## config.mk

```make
export PLATFORM = sky130hd
export DESIGN_NAME = mmss_timer
export DESIGN_NICKNAME = d
export VERILOG_FILES = /design/src/rtl/mmss_timer.sv
export SDC_FILE = /design/constraint.sdc
export NUM_CORES = 1
export LEC_CHECK = 0
export CAP_MARGIN = 20
export CORE_MARGIN = 2
export CORE_UTILIZATION = 56
export CTS_CLUSTER_SIZE = 24
export DETAILED_ROUTE_END_ITERATION = 12
export HOLD_SLACK_MARGIN = 0.08
export PLACE_DENSITY = 0.8
export SYNTH_ARGS = -nofsm -noshare
export SYNTH_HDL_FRONTEND = slang
export SYNTH_SLANG_ARGS = --single-unit
```

## constraint.sdc

```tcl
create_clock -name clk -period 2.7 [get_ports clk]
set_input_delay 0.54 -clock clk [delete_from_list [all_inputs] [get_ports clk]]
set_output_delay 0.54 -clock clk [all_outputs]
set_load 0.1 [all_outputs]
```

## src/rtl/mmss_timer.sv

```systemverilog
// mmss_timer: MM:SS BCD up/down time source with load/start/stop/clear control.
// Define MMSS_ALARM_EN to add the al_min/al_sec alarm comparator and alarm pulse.
module mmss_timer #(
   parameter int TICK_DIV = 50000000,
   parameter int CNT_W    = 26
) (
   input  logic       clk,
   input  logic       rst,
   input  logic       start,
   input  logic       stop,
   input  logic       clear,
   input  logic       load,
   input  logic [3:0] ld_min_t,
   input  logic [3:0] ld_min_u,
   input  logic [3:0] ld_sec_t,
   input  logic [3:0] ld_sec_u,
   input  logic       down,
`ifdef MMSS_ALARM_EN
   input  logic [7:0] al_min,
   input  logic [7:0] al_sec,
   output logic       alarm,
`endif
   output logic [3:0] digit1,
   output logic [3:0] digit2,
   output logic [3:0] digit3,
   output logic [3:0] digit4,
   output logic       running,
   output logic       done,
   output logic       wrap,
   output logic       load_err
);

   typedef enum logic [1:0] {IDLE, RUN, PAUSE, EXPIRED} state_t;

   state_t           state_reg, state_next;
   logic [CNT_W-1:0] pre_reg, pre_next;
   logic [15:0]      dig_reg, dig_next;
   logic             running_reg, running_next;
   logic             done_reg, done_next;
   logic             wrap_reg, wrap_next;
   logic             lerr_reg, lerr_next;
`ifdef MMSS_ALARM_EN
   logic             alarm_reg, alarm_next;
`endif

   logic [15:0] ld_val, inc_val, dec_val, step_val;
   logic [4:0]  carry;
   logic [3:0]  borrow;
   logic [3:0]  ld_ok;
   logic        step;
   logic        dig_zero;

   // Digit vector layout is {min_t, min_u, sec_t, sec_u}; digit gi lives at [4*gi +: 4].
   assign ld_val    = {ld_min_t, ld_min_u, ld_sec_t, ld_sec_u};
   assign carry[0]  = 1'b1;
   assign borrow[0] = 1'b1;

   generate
      for (genvar gi = 0; gi < 4; gi++) begin : g_digit
         localparam logic [3:0] DMAX = (gi % 2 == 1) ? 4'd5 : 4'd9;
         logic [3:0] cur;
         assign cur = dig_reg[4*gi +: 4];
         assign inc_val[4*gi +: 4] = !carry[gi]  ? cur :
                                     (cur == DMAX) ? 4'd0 : cur + 4'd1;
         assign dec_val[4*gi +: 4] = !borrow[gi] ? cur :
                                     (cur == 4'd0) ? DMAX : cur - 4'd1;
         assign carry[gi+1] = carry[gi] && (cur == DMAX);
         if (gi < 3) begin : g_borrow
            assign borrow[gi+1] = borrow[gi] && (cur == 4'd0);
         end
         assign ld_ok[gi] = (ld_val[4*gi +: 4] <= DMAX);
      end
   endgenerate

   assign step_val = down ? dec_val : inc_val;
   assign step     = (state_reg == RUN) && (pre_reg == CNT_W'(TICK_DIV - 1));
   assign dig_zero = (dig_reg == 16'h0000);

   always_comb begin
      state_next = state_reg;
      pre_next   = pre_reg;
      dig_next   = dig_reg;
      done_next  = 1'b0;
      wrap_next  = 1'b0;
      lerr_next  = 1'b0;
`ifdef MMSS_ALARM_EN
      alarm_next = 1'b0;
`endif
      if (clear) begin
         dig_next   = 16'h0000;
         pre_next   = '0;
         state_next = IDLE;
      end else if (load) begin
         if (&ld_ok) begin
            dig_next   = ld_val;
            pre_next   = '0;
            state_next = IDLE;
         end else begin
            lerr_next = 1'b1;
         end
      end else if (stop) begin
         // The prescaler holds its value so a resume finishes the interrupted second.
         if (state_reg == RUN) state_next = PAUSE;
      end else begin
         case (state_reg)
            IDLE, PAUSE: begin
               if (start) begin
                  if (down && dig_zero) begin
                     state_next = EXPIRED;
                     done_next  = 1'b1;
                  end else begin
                     state_next = RUN;
                  end
               end
            end
            RUN: begin
               if (step) begin
                  pre_next = '0;
                  dig_next = step_val;
                  if (down) begin
                     if (dec_val == 16'h0000) begin
                        done_next  = 1'b1;
                        state_next = EXPIRED;
                     end
                  end else begin
                     wrap_next = carry[4];
                  end
`ifdef MMSS_ALARM_EN
                  alarm_next = (step_val == {al_min, al_sec});
`endif
               end else begin
                  pre_next = pre_reg + CNT_W'(1);
               end
            end
            default: ;
         endcase
      end
      running_next = (state_next == RUN);
   end

   always_ff @(posedge clk) begin
      if (rst) begin
         state_reg   <= IDLE;
         pre_reg     <= '0;
         dig_reg     <= 16'h0000;
         running_reg <= 1'b0;
         done_reg    <= 1'b0;
         wrap_reg    <= 1'b0;
         lerr_reg    <= 1'b0;
`ifdef MMSS_ALARM_EN
         alarm_reg   <= 1'b0;
`endif
      end else begin
         state_reg   <= state_next;
         pre_reg     <= pre_next;
         dig_reg     <= dig_next;
         running_reg <= running_next;
         done_reg    <= done_next;
         wrap_reg    <= wrap_next;
         lerr_reg    <= lerr_next;
`ifdef MMSS_ALARM_EN
         alarm_reg   <= alarm_next;
`endif
      end
   end

   assign digit1   = dig_reg[3:0];
   assign digit2   = dig_reg[7:4];
   assign digit3   = dig_reg[11:8];
   assign digit4   = dig_reg[15:12];
   assign running  = running_reg;
   assign done     = done_reg;
   assign wrap     = wrap_reg;
   assign load_err = lerr_reg;
`ifdef MMSS_ALARM_EN
   assign alarm    = alarm_reg;
`endif

endmodule

```

# Word level (Yosys, flattened, before mapping)
# Index checks and enable logic that the tools add are counted.
[totals] ramBits=0 mem_count=0 latch_bits=0 out_inout_bits=20 reg_bits=48 mem_bits_ro=0 inputBits=23
[op_classes] mul=0 n_reduce_logical=30 div=0 n_lt_le_gt_ge=4 addsub=9 n_shift=0 mux=43 bitwise=3 eq_ne=10
[op_table] cell="$mux 26" n=5
[op_table] cell="$mux 16" n=6
[op_table] cell="$mux 4" n=14
[op_table] cell="$logic_not 16->1" n=2
[op_table] cell="$add 26x1->26 const B" n=1
[op_table] cell="$eq 26x26->1 const B" n=1
[op_table] cell="$mux 2" n=10
[op_table] cell="$add 4x1->4 const B" n=4
[op_table] cell="$logic_not 4->1" n=4
[op_table] cell="$sub 4x1->4 const B" n=4
[op_table] cell="$reduce_and 5->1" n=3
[op_table] cell="$reduce_bool 3->1" n=3
[op_table] cell="$eq 4x3->1 const B" n=2
[op_table] cell="$eq 4x4->1 const B" n=2
[op_table] cell="$le 4x3->1 const B" n=2
[op_table] cell="$le 4x4->1 const B" n=2
[op_table] cell="$reduce_and 4->1" n=2
[op_table] cell="$logic_and 1x1->1" n=7
[op_table] cell="$reduce_or 7->1" n=1
[op_table] cell="$mux 1" n=6
[op_table] cell="$eq 2x1->1 const B" n=2
[op_table] cell="$ne 2x1->1 const B" n=2
[op_table] cell="$pmux 2 s2" n=1
[op_table] cell="$reduce_bool 2->1" n=2
[op_table] cell="other kinds (8)" n=11

# Longest topological paths before layout
[logic_depth] ltp_word=13 depth_mapped=8 ltp_nobuf=6

# Least setup slack after synthesis
# Ideal clock, no wire load.
[synth_timing] kind="register -> register" from="reg dig_reg[3]" to="reg dig_reg[12]" setup_time_ps=122 arrival_ps=2493 period_less_slack_ps=2614 path_stages_with_launch=6 path_slack_ps=86 n_path_buf=0 cell_sequence="dfxtp_1 -> nor4bb_1 -> a41o_1 -> a31oi_1 -> or2_2 -> o311a_1"
[synth_via] elab_chain_len=9 elab_cells_between_ends=14
[synth_rtl] element="start, declared" line="37" rtl="logic [15:0] dig_reg, dig_next;"
[synth_rtl] element="start signal, assigned" line="156" rtl="dig_reg <= dig_next;"
[synth_rtl] element="$logic_not 4->1" line="69" rtl="assign borrow[gi+1] = borrow[gi] && (cur == 4'd0);"
[synth_rtl] element="$logic_and 1x1->1 (2 in a row)" line="69"
[synth_rtl] element="$mux 4" line="65" rtl="assign dec_val[4*gi +: 4] = !borrow[gi] ? cur :"
[synth_rtl] element="$mux 16" line="75" rtl="assign step_val = down ? dec_val : inc_val;"
[synth_rtl] element="$mux 16" line="117" rtl="if (step) begin"
[synth_rtl] element="$mux 16" line="105" rtl="case (state_reg)"
[synth_rtl] element="$mux 16" line="101" rtl="end else if (stop) begin"
[synth_rtl] element="$mux 16" line="93" rtl="end else if (load) begin"
# Several ways; a longest one is shown, not always the timed one. The select of a mux whose other input is x is not followed.
# A chain may end at the register's enable or synchronous reset.

# Final worst setup path
[layout_timing] from="reg dig_reg[3]" to="reg dig_reg[11]"
[layout_via] elab_chain_len=8 elab_cells_between_ends=12
[layout_rtl] element="$logic_not 4->1" line="69"
[layout_rtl] element="$logic_and 1x1->1" line="69"
[layout_rtl] element="$mux 4" line="65"
[layout_rtl] element="$mux 16" line="75"
[layout_rtl] element="$mux 16" line="117"
[layout_rtl] element="$mux 16" line="105"
[layout_rtl] element="$mux 16" line="101"
[layout_rtl] element="$mux 16" line="93"
# Several ways; a longest one is shown, not always the timed one. The select of a mux whose other input is x is not followed.

==> impl_metrics.yaml <==
sta:
  worst_pin_slew_ns: 0.490
  drv_slew: 0
  period_needed_ns: 2.30
  slew_headroom: 0.665
  hold_violations: 0
  tns_ns: 0
  setup_viol: 0
  period_share: 0.851
  rsz0062_at_grt: "false"
  fmax_mhz: 435
  finalClockSkew_ns: 0.00888
  fin_hold_ws_ns: 0.519
place:
  gp_congestion: 0.925
  io_buffers: 42
  dp_hpwl_mm: 7.73
  placed_area_sq_um: 4080
  dp.cells: 569
synth:
  synth-main-ff-cell: "dfxtp_1"
  synth_seq_cells: 48
  yosysTopAreaCell: "dfxtp_1"
  synth_nets: 472
  synth_edf_count: 0
  synth_common_cells: "dfxtp_1, nand2_1, nor2_1"
  synth_fa_ha_area_frac: 0.00363
  synth.top_cell.area_share: 0.279
  synth_cells: 448
  synth_area_sq_um: 3440
  avgSynthCellArea_sq_um: 7.69
  synthTopCellsByArea: "dfxtp_1, o21ai_0, nand2_1"
  synth.distinct_cells: 71
  synth_top_family_by_area: "compound AO/OA/AOI/OAI gates"
  synth_xor_area_frac: 0.0458
  yosysMostFrequentCell: "dfxtp_1"
  synth-simple-area-share: 0.298
  synth_compound_area_frac: 0.309
  yosysWarnings: 0
  async_flop_share: 0
  synth_seq_area_share: 0.279
  synthMuxAreaShare: 0.0116
clocking:
  htree_levels: 2
  cts_hold_buf: 0
  cts_made_buffers: 5
  root_buffer: "clkbuf_8"
  cts_num_sinks: 48
  insertion_delay_ns: 0.31
  post_cts.repair.setup_buffers: 0
  cts_resized: 0
  clock_path_buffers: 2
  path_clk_slew_ns: 0.09
  cts_tree: "built"
worst_setup_path:
  cp.buffers_inverters: 0
  critPathCaptureType: "register"
  cp_common_cell: "o211a_1"
  critical_path_required_ns: 2.91
  path_cells: "or4_4, nor4_4, xnor2_1, o211a_1, o211a_1"
  crit_fanout: 8
  critical_path_class: "reg2reg"
  crit_family: "simple AND/OR/NAND/NOR gates"
  worstPathArrival_ns: 2.50
  critical-path-max-stage-delay_ns: 0.61
  cpMaxStageDelayCell: "or4_4"
  startpoint_type: "register"
floorplanning:
  die_h_microns: 82.4
  die_area_sq_um: 6790
  initial_core_util: 0.582
  die_x_microns: 82.4
  core_area_sq_um: 5920
  rows: 28
  ioPinCount: 43
global_routing:
  grt_pass1_vias: 3517
  grt_pass1_wl_mm: 16.9
  antenna_found_initial: 0
  grt_max_degree: 19
  track_usage: 0.321
  overflow: 0
pwr:
  power_switching_mw: 0.372
  finalPower_mw: 1.35
  p_clk_frac: 0.318
  p_comb_frac: 0.152
  vdd_drop_max_uv: 276
  p_leak_nw: 1.44
  p_seq_frac: 0.530
  internal-power_mw: 0.975
  netSwitchingFraction: 0.276
  power.density_nw_per_um2: 324
final_layout:
  nets: 525
  largest_reg_flops: 26
  n_fill_cell: 486
  syn2layout_area_growth_pct: 20.8
  num_antenna_cells: 0
  multi_input_area_sq_um: 2310
  drive_above_1_share: 0.160
  regArea_sq_um: 961
  fin_area_sq_um: 4160
  layout.cells.non_filler: 576
drt:
  drc: 0
  firstDrtPassIters: 5
  drt_iter0_markers: 290
  ant_nets: 0
  drt-total-wl_mm: 10.4
  vias_per_cell: 6.70
  wl_per_cell_microns: 18.0
  dr_total_vias: 3861
min_path:
  min_path_type: "reg2reg"
run_status:
  run_status: "finished, final reports clean"
job:
  drv_cap: 0
==> worst register-to-register path, delay by kind of cell, from the launching register on <==
kind / cells / cell delay [ns]
flip-flops: 1 / 0.40
AND/OR/NAND/NOR: 2 / 1.10
XOR/XNOR: 1 / 0.24
AO/OA/AOI/OAI: 2 / 0.46
==> metrics by stage <==
step,util,setup slack [ns]
after floorplan,-,0.0857
after global placement,0.690,0.0485
after detailed placement,0.690,0.116
after CTS,0.703,0.438
after global routing,0.703,0.187
final,0.703,0.404
==> layer usage <==
metal	vias up	part of all wire	wire length, microns	GRT usage
li1	1849	-	-	-
met1	1846	0.42	4390	0.399
met2	139	0.50	5190	0.543
met3	27	0.046	474	0.0576
met4	0	0.029	303	0.138
met5	-	0	0	0
==> path summary, 6_finish.rpt <==
check / from / end / slack (ns) / cells after the start
max: dig_reg[3] / dig_reg[11] / 0.40 / 5
min reg2reg: pre_reg[10] / pre_reg[10] / 0.52 / 2
min: pre_reg[10] / pre_reg[10] / 0.52 / 2
max reg2reg: dig_reg[3] / dig_reg[11] / 0.40 / 5
==> area by class of cell <==
class,count,share of cell area
timing repair buffer,81,0.162
inverter,12,0.0108
multi-input combinational,353,0.555
sequential,48,0.231
clock inverter,1,0.00120
clock buffer,6,0.0174
tap,75,0.0226
==> placed cells by master (no fill, tap or decap), drive strengths merged, types with 5 or more instances in the layout <==
master	count
a211oi	11
a21oi	23
a311oi	8
a31oi	6
and4	8
buf	59
clkbuf	6
clkdlybuf4s50	22
dfxtp	48
inv	12
nand2	35
nand2b	9
nand3	14
nand4	12
nor2	33
nor2b	11
nor3	11
nor4	10
o2111ai	11
o211ai	6
o21ai	28
o31ai	5
or3	9
or4	6
xnor2	11
xor2	7
==> power groups by stage <==
| stage | sequential [mW] | clock (mW) | combinational [mW] |
|---|---|---|---|
| floorplan | 0.745 | 0 | 0.0943 |
| global placement | 0.731 | 0 | 0.198 |
| detailed placement | 0.731 | 0 | 0.201 |
| CTS | 0.714 | 0.429 | 0.201 |
| global route | 0.715 | 0.456 | 0.219 |
| finish | 0.714 | 0.428 | 0.205 |
==> cells by family (layout without fill, tap and decap cells) <==
family / count (synthesis) / in the layout
AOI/OAI and AO/OA: 148 / 148
xor gates and xnor gates: 18 / 18
adders and majority gates: 1 / 1
buffers and inverters: 47 / 100
DFF: 48 / 48
muxes: 4 / 4
and+or+nand+nor: 182 / 182
(Power assumes the default switching activity.)
